### config.mk
export PLATFORM = sky130hd
export DESIGN_NAME = itof_pipe_flat
export DESIGN_NICKNAME = d
export VERILOG_FILES = /design/src/rtl/fpu_pkg.sv /design/src/rtl/itof_pipe_if.sv /design/src/rtl/itof_pipe_lzc.sv /design/src/rtl/itof_pipe.sv /design/src/flat_wrapper.sv
export SDC_FILE = /design/constraint.sdc
export NUM_CORES = 1
export LEC_CHECK = 0
export BUFFER_PORTS_ARGS = -buffer_cell sky130_fd_sc_hd__buf_2
export CAP_MARGIN = 40
export CORE_MARGIN = 5
export CORE_UTILIZATION = 60
export CTS_CLUSTER_SIZE = 40
export DETAILED_ROUTE_END_ITERATION = 8
export HOLD_SLACK_MARGIN = 0.02
export PLACE_DENSITY = 0.81
export SETUP_SLACK_MARGIN = 0.05
export SYNTH_ARGS = -nofsm -noshare
export SYNTH_HDL_FRONTEND = slang
export SYNTH_SLANG_ARGS = --single-unit
export TNS_END_PERCENT = 20
### constraint.sdc
create_clock -name clk -period 3.4 [get_ports clk]
set_clock_uncertainty 0.1 [all_clocks]
set_input_delay 0.68 -clock clk [delete_from_list [all_inputs] [get_ports clk]]
set_output_delay 0.68 -clock clk [all_outputs]
set_load 0.02 [all_outputs]
### src/rtl/fpu_pkg.sv
// fpu_pkg: binary32 constants, the rounding-mode encoding and a field
// struct. Shared by itof_pipe and other FPU blocks.
// Ports: none (package).
package fpu_pkg;

  localparam int BIAS   = 127;
  localparam int FRAC_W = 23;
  localparam int EXP_W  = 8;

  localparam logic RM_RNE = 1'b0;  // round to nearest, ties to even
  localparam logic RM_RTZ = 1'b1;  // round toward zero

  typedef struct packed {
    logic             sign;
    logic [EXP_W-1:0] exp;
    logic [FRAC_W-1:0] frac;
  } f32_t;

endpackage

### src/rtl/itof_pipe_if.sv
// itof_pipe_if: valid/ready operand and result channels of the
// integer-to-binary32 converter.
// Signals:
//   in_valid/in_ready    operand handshake
//   in_op[IN_W]          integer operand
//   in_signed            1: two's complement, 0: unsigned
//   in_rm                rounding mode (fpu_pkg RM_*)
//   in_tag[TAG_W]        opaque tag carried to out_tag
//   out_valid/out_ready  result handshake
//   out_result[32]       binary32 result
//   out_inexact          result is not the exact integer value
//   out_tag[TAG_W]       tag of the result
// Modports: master = producer/consumer side, slave = converter side.
interface itof_pipe_if #(
  parameter int IN_W  = 32,
  parameter int TAG_W = 4
);
  logic             in_valid;
  logic             in_ready;
  logic [IN_W-1:0]  in_op;
  logic             in_signed;
  logic             in_rm;
  logic [TAG_W-1:0] in_tag;
  logic             out_valid;
  logic             out_ready;
  logic [31:0]      out_result;
  logic             out_inexact;
  logic [TAG_W-1:0] out_tag;

  modport master (
    output in_valid, in_op, in_signed, in_rm, in_tag, out_ready,
    input  in_ready, out_valid, out_result, out_inexact, out_tag
  );

  modport slave (
    input  in_valid, in_op, in_signed, in_rm, in_tag, out_ready,
    output in_ready, out_valid, out_result, out_inexact, out_tag
  );
endinterface

### src/rtl/itof_pipe_lzc.sv
// lzc: parametrised leading-zero counter.
// Ports:
//   in_i[W]                  value to scan
//   cnt_o[$clog2(W+1)]       number of leading zeros, W when in_i == 0
module lzc #(
  parameter int W = 32
) (
  input  logic [W-1:0]             in_i,
  output logic [$clog2(W+1)-1:0]   cnt_o
);
  localparam int CW = $clog2(W+1);

  // Ascending scan: the highest set bit is the last one to assign.
  always_comb begin
    cnt_o = CW'(W);
    for (int i = 0; i < W; i++) begin
      if (in_i[i]) cnt_o = CW'(W - 1 - i);
    end
  end
endmodule

### src/rtl/itof_pipe.sv
// itof_pipe: three-stage pipelined integer to binary32 converter with
// valid/ready flow control, signed/unsigned operands, RNE/RTZ rounding,
// inexact flag and tag passthrough.
// Ports:
//   clk    rising-edge clock
//   reset  synchronous active-high reset, clears all stages and outputs
//   io     itof_pipe_if slave (operand in, result out)
// Stages: 1 abs value, 2 normalise, 3 round/pack (output registers).
module itof_pipe
  import fpu_pkg::*;
#(
  parameter int IN_W  = 32,
  parameter int TAG_W = 4
) (
  input  logic          clk,
  input  logic          reset,
  itof_pipe_if.slave    io
);
  localparam int LZ_W = $clog2(IN_W + 1);

  logic advance;

  // stage 1
  logic             s1_valid_q, s1_sign_q, s1_rm_q;
  logic [IN_W-1:0]  s1_mag_q;
  logic [TAG_W-1:0] s1_tag_q;
  logic             s1_sign_d;
  logic [IN_W-1:0]  s1_mag_d;

  // stage 2
  logic             s2_valid_q, s2_sign_q, s2_rm_q, s2_zero_q;
  logic [IN_W-1:0]  s2_norm_q;
  logic [LZ_W-1:0]  s2_lz_q;
  logic [TAG_W-1:0] s2_tag_q;
  logic [LZ_W-1:0]  s2_lz_d;
  logic [IN_W-1:0]  s2_norm_d;

  // stage 3 / outputs
  logic             out_valid_q, out_inexact_q;
  f32_t             out_result_q;
  logic [TAG_W-1:0] out_tag_q;
  f32_t             out_result_d;
  logic             out_inexact_d;

  assign advance     = ~out_valid_q | io.out_ready;
  assign io.in_ready = advance;

  // The most negative signed value negates to 2^(IN_W-1), which is
  // still representable as an IN_W-bit unsigned magnitude.
  assign s1_sign_d = io.in_signed & io.in_op[IN_W-1];
  assign s1_mag_d  = s1_sign_d ? -io.in_op : io.in_op;

  lzc #(.W(IN_W)) u_lzc (
    .in_i  (s1_mag_q),
    .cnt_o (s2_lz_d)
  );

  assign s2_norm_d = s1_mag_q << s2_lz_d;

  // Padding 26 zeros on the right gives a 24-bit mantissa and a guard bit
  // for any IN_W, and makes sticky zero when IN_W <= 24.
  logic [IN_W+25:0]  ext;
  logic [23:0]       mant;
  logic              guard, sticky, round_up, carry;
  logic [FRAC_W-1:0] frac_r;
  logic [EXP_W-1:0]  exp_r;

  assign ext      = {s2_norm_q, 26'd0};
  assign mant     = ext[IN_W+25 -: 24];
  assign guard    = ext[IN_W+1];
  assign sticky   = |ext[IN_W:0];
  assign round_up = (s2_rm_q != RM_RTZ) & guard & (sticky | mant[0]);
  // An all-ones mantissa rounding up wraps the fraction to zero (1.0)
  // and bumps the exponent.
  assign frac_r   = mant[FRAC_W-1:0] + FRAC_W'(round_up);
  assign carry    = round_up & (&mant);
  assign exp_r    = EXP_W'(BIAS + IN_W - 1) - EXP_W'(s2_lz_q) + EXP_W'(carry);

  always_comb begin
    out_result_d  = '0;
    out_inexact_d = 1'b0;
    if (!s2_zero_q) begin
      out_result_d.sign = s2_sign_q;
      out_result_d.exp  = exp_r;
      out_result_d.frac = frac_r;
      out_inexact_d     = guard | sticky;
    end
  end

  always_ff @(posedge clk) begin
    if (reset) begin
      s1_valid_q    <= 1'b0;
      s1_sign_q     <= 1'b0;
      s1_rm_q       <= 1'b0;
      s1_mag_q      <= '0;
      s1_tag_q      <= '0;
      s2_valid_q    <= 1'b0;
      s2_sign_q     <= 1'b0;
      s2_rm_q       <= 1'b0;
      s2_zero_q     <= 1'b0;
      s2_norm_q     <= '0;
      s2_lz_q       <= '0;
      s2_tag_q      <= '0;
      out_valid_q   <= 1'b0;
      out_inexact_q <= 1'b0;
      out_result_q  <= '0;
      out_tag_q     <= '0;
    end else if (advance) begin
      s1_valid_q    <= io.in_valid;
      s1_sign_q     <= s1_sign_d;
      s1_rm_q       <= io.in_rm;
      s1_mag_q      <= s1_mag_d;
      s1_tag_q      <= io.in_tag;
      s2_valid_q    <= s1_valid_q;
      s2_sign_q     <= s1_sign_q;
      s2_rm_q       <= s1_rm_q;
      s2_zero_q     <= (s1_mag_q == '0);
      s2_norm_q     <= s2_norm_d;
      s2_lz_q       <= s2_lz_d;
      s2_tag_q      <= s1_tag_q;
      out_valid_q   <= s2_valid_q;
      out_inexact_q <= out_inexact_d;
      out_result_q  <= out_result_d;
      out_tag_q     <= s2_tag_q;
    end
  end

  assign io.out_valid   = out_valid_q;
  assign io.out_result  = out_result_q;
  assign io.out_inexact = out_inexact_q;
  assign io.out_tag     = out_tag_q;

endmodule

### src/flat_wrapper.sv
// flat-port wrapper written by rule: the top's interface ports become plain ports
module itof_pipe_flat import fpu_pkg::*;
#(
  parameter int IN_W  = 32,
  parameter int TAG_W = 4
)
  (clk, reset, io_in_valid, io_in_op, io_in_signed, io_in_rm, io_in_tag, io_out_ready, io_in_ready, io_out_valid, io_out_result, io_out_inexact, io_out_tag);
  itof_pipe_if #(.IN_W(IN_W), .TAG_W(TAG_W)) io_i ();
  input  logic clk;
  input  logic reset;
  input wire logic [$bits(io_i.in_valid)-1:0] io_in_valid;
  input wire logic [$bits(io_i.in_op)-1:0] io_in_op;
  input wire logic [$bits(io_i.in_signed)-1:0] io_in_signed;
  input wire logic [$bits(io_i.in_rm)-1:0] io_in_rm;
  input wire logic [$bits(io_i.in_tag)-1:0] io_in_tag;
  input wire logic [$bits(io_i.out_ready)-1:0] io_out_ready;
  output wire logic [$bits(io_i.in_ready)-1:0] io_in_ready;
  output wire logic [$bits(io_i.out_valid)-1:0] io_out_valid;
  output wire logic [$bits(io_i.out_result)-1:0] io_out_result;
  output wire logic [$bits(io_i.out_inexact)-1:0] io_out_inexact;
  output wire logic [$bits(io_i.out_tag)-1:0] io_out_tag;
  assign io_i.in_valid = io_in_valid;
  assign io_i.in_op = io_in_op;
  assign io_i.in_signed = io_in_signed;
  assign io_i.in_rm = io_in_rm;
  assign io_i.in_tag = io_in_tag;
  assign io_i.out_ready = io_out_ready;
  assign io_in_ready = io_i.in_ready;
  assign io_out_valid = io_i.out_valid;
  assign io_out_result = io_i.out_result;
  assign io_out_inexact = io_i.out_inexact;
  assign io_out_tag = io_i.out_tag;
  itof_pipe #(.IN_W(IN_W), .TAG_W(TAG_W)) u_core (.clk(clk), .reset(reset), .io(io_i));
endmodule
==> flow_summary.ini <==
[status]
status = finished, final reports clean

[setup_path]
slowest_delay_ns = 0.60
path_buf_inv = 1
required_ns = 3.62
cp-start-kind = flip-flop
crit_type = flip-flop to flip-flop
critPathMostFrequentCell = mux2i_1
r2r-end = u_core.s2_norm_q[19]
reg2reg_from = u_core.s1_mag_q[12]
crit_family = multiplexers
slowest_stage = or4_4
worst_r2r_path_depth = 10
arrival_ns = 3.40
ff2ff_setup_slack_ns = 0.22
crit_fanout = 10
endpoint_kind = flip-flop
crit_chain = or4_4 -> a21bo_2 -> o21ai_2 -> nand2_2 -> buf_4 -> mux2i_1 -> mux2i_1 -> mux2i_1 -> mux2_2 -> a221oi_1

[sta]
relSlewSlack_pct = 47.6
final_max_slew_viol_count = 0
rsz0062_at_grt = no
finalSetupViolations = 0
tightest_slew_ns = 0.781
hold_ws_ns = 0.347
max_freq_mhz = 315
fin_crit_sh_pct = 93.4
finalSetupTns_ns = 0
period_needed_ns = 3.18
hold_viol_final = 0

[logic_synthesis]
synth_edf_count = 0
ys.flop_type = dfxtp_1
synth_top_family_by_area = compound AO/OA/AOI/OAI gates
synth_compound_area_share_pct = 22.5
syn_area_per_cell_um2 = 7.95
synthesis.nets = 989
synth_fa_ha_area_share_pct = 0.836
netlist_area_mm2 = 0.00748
seq_area_frac_synth_pct = 32.9
synth_mux_area_share_pct = 11.6
synth-simple-area-share_pct = 21.5
ys_types = 74
synthXorXnorAreaFrac_pct = 5.62
ys_async_sr_fraction_pct = 0
synth_warnings = 0
synth-seq-cells = 123
synthCells = 942

[power]
swShare_pct = 32.1
intPower_mw = 3.51
power_mw = 5.16
vdd_ir_drop_max_v = 0.000364
clkPwrFrac_pct = 37.5
p_per_area_mw_per_mm2 = 587
p_leak_nw = 3.68
p_comb_share_pct = 27.8
power_switching_mw = 1.66
power_frac_seq_pct = 34.6

[global_route]
grt_pass1_vias = 6824
antenna_found_initial = 0
grt_pass1_wl_mm = 33.7
overflow = 0
groute.usage.overall_pct = 28.1
grt_start_max_net_pins = 95

[drt]
drt-vias-per-instance = 6.21
avgRoutedWirePerCell_um = 17.6
drtIter0Drc = 718
ant_nets = 0
vias = 7381
routed_wl_mm = 20.9
drc = 0
drtPass1Iterations = 6

[cells_and_area]
nets = 1055
diodes = 0
mostFrequentLayoutCells = nor2_1, dfxtp_1, nand2_1
area_delta_synth_final_pct = 17.5
drive_above_1_share_pct = 18.3
final_common_cell = nor2_1

[cts]
insertion_delay_ns = 0.42
h-tree-depth = 4
cts_buffers = 17
clockBufferDepth = 2
cts_root_buf = clkbuf_16
cts_tree = built
clk_pin_slew_ns = 0.05
clock_sinks = 123

[floorplanning]
initial_core_util_pct = 61.8
die_w_um = 122
rows = 40
die_height_um = 122
io_pins = 81
die_area_mm2 = 0.0148
core_mm2 = 0.0121

[worst_hold_path]
hp-class = flip-flop to flip-flop
min-delay-start = u_core.io.out_tag[0]
hold_path_end = u_core.io.out_tag[0]
whs_path_depth = 2

[job]
cap_viol_max_count = 0

[placed_design]
dpl.hpwl_mm = 14.7
numPortBuffers = 80
place_congestion = 0.968
layout make-up:
class                           count  area [um2]
Multi-Input combinational cell    730        4690
Fill cell                         988        3320
Clock inverter                      9         161
Sequential cell                   123        2460
Timing Repair Buffer              121         736
Tap cell                          168         210
Clock buffer                       22         474
Inverter                           15        56.3
repair_timing:
action	in CTS	in global routing
buffers inserted	0	4
gates resized for setup	0	3
setup endpoints to repair	0	7
hold buffers	0	0
endpoints found under the hold margin	0	0
logic make-up after synthesis:
| kind of cell | Yosys count |
|---|---|
| AO/OA/AOI/OAI | 248 |
| XOR/XNOR | 48 |
| adder cells (fa/ha/maj) | 5 |
| buffers and inverters | 89 |
| flip-flops | 123 |
| multiplexers | 82 |
| AND/OR/NAND/NOR | 347 |
sequential cells by signal, summed over array words and instances, names as in the netlist, 4 cells and up:
signal	count
u_core.s1_mag_q	32
u_core.s2_norm_q	32
u_core.s1_tag_q	4
u_core.io.out_tag	4
u_core.s2_tag_q	4
u_core.io.out_result	32
u_core.s2_lz_q	6
power by group through the flow:
stage                     clock (mW)  sequential [mW]  combinational, mW
after floorplan                    0             1.79              0.975
after global placement             0             1.80               1.37
after detailed placement           0             1.81               1.38
after CTS                       1.95             1.78               1.39
after global routing            2.01             1.81               1.55
final                           1.94             1.79               1.44
cells in the mapped netlist, types with 12 or more instances:
library cell / n / share of area (%)
a211oi_1: 27 / 2.7
inv_1: 13 / 0.65
nor4_1: 17 / 1.4
nand3_1: 22 / 1.5
o21ai_0: 25 / 1.7
clkbuf_1: 53 / 2.7
mux2_2: 12 / 1.8
nand2_1: 102 / 5.1
xor2_1: 17 / 2.0
nor3_1: 21 / 1.4
xnor2_1: 31 / 3.6
mux2i_1: 66 / 8.8
a21oi_1: 74 / 4.9
dfxtp_1: 123 / 33
a22oi_1: 39 / 3.9
nor2_1: 125 / 6.3
per-layer routing:
| layer | global-route usage, % | vias to the layer above | wire length (um) |
|---|---|---|---|
| li1 | - | 3575 | - |
| met1 | 35.9 | 3418 | 8850 |
| met2 | 45.1 | 322 | 9580 |
| met5 | 0 | - | 0 |
| met4 | 15.2 | 0 | 935 |
| met3 | 4.78 | 66 | 1560 |
worst max path at each step:
stage	cells after the start	from	endpoint	slack, ns
floorplan	10	u_core.s1_mag_q[8]	u_core.s2_norm_q[29]	0.46
CTS	10	u_core.s1_mag_q[30]	u_core.s2_norm_q[29]	0.1
detailed placement	10	u_core.s1_mag_q[30]	u_core.s2_norm_q[29]	0.15
global route	10	u_core.s1_mag_q[13]	u_core.s2_norm_q[29]	0.07
finish	10	u_core.s1_mag_q[12]	u_core.s2_norm_q[19]	0.22
global placement	10	u_core.s1_mag_q[30]	u_core.s2_norm_q[29]	0.20
worst min-delay path, stage by stage, from the launching register on:
cell	delay, ns
dfxtp_1	0.30
nand2_1	0.05
a21oi_1	0.05
metrics by stage:
| step | instances | instance area [um2] | worst slack [ns] | utilization, % |
|---|---|---|---|---|
| after floorplan | 942 | 7480 | 0.462 | - |
| after global placement | 1153 | 8120 | 0.200 | 67.0 |
| after detailed placement | 1153 | 8120 | 0.150 | 67.0 |
| after CTS | 1184 | 8750 | 0.0983 | 72.3 |
| after global routing | 1188 | 8790 | 0.0750 | 72.6 |
| final | 1188 | 8790 | 0.223 | 72.6 |
Note: power is estimated with default switching activity, not from simulation.
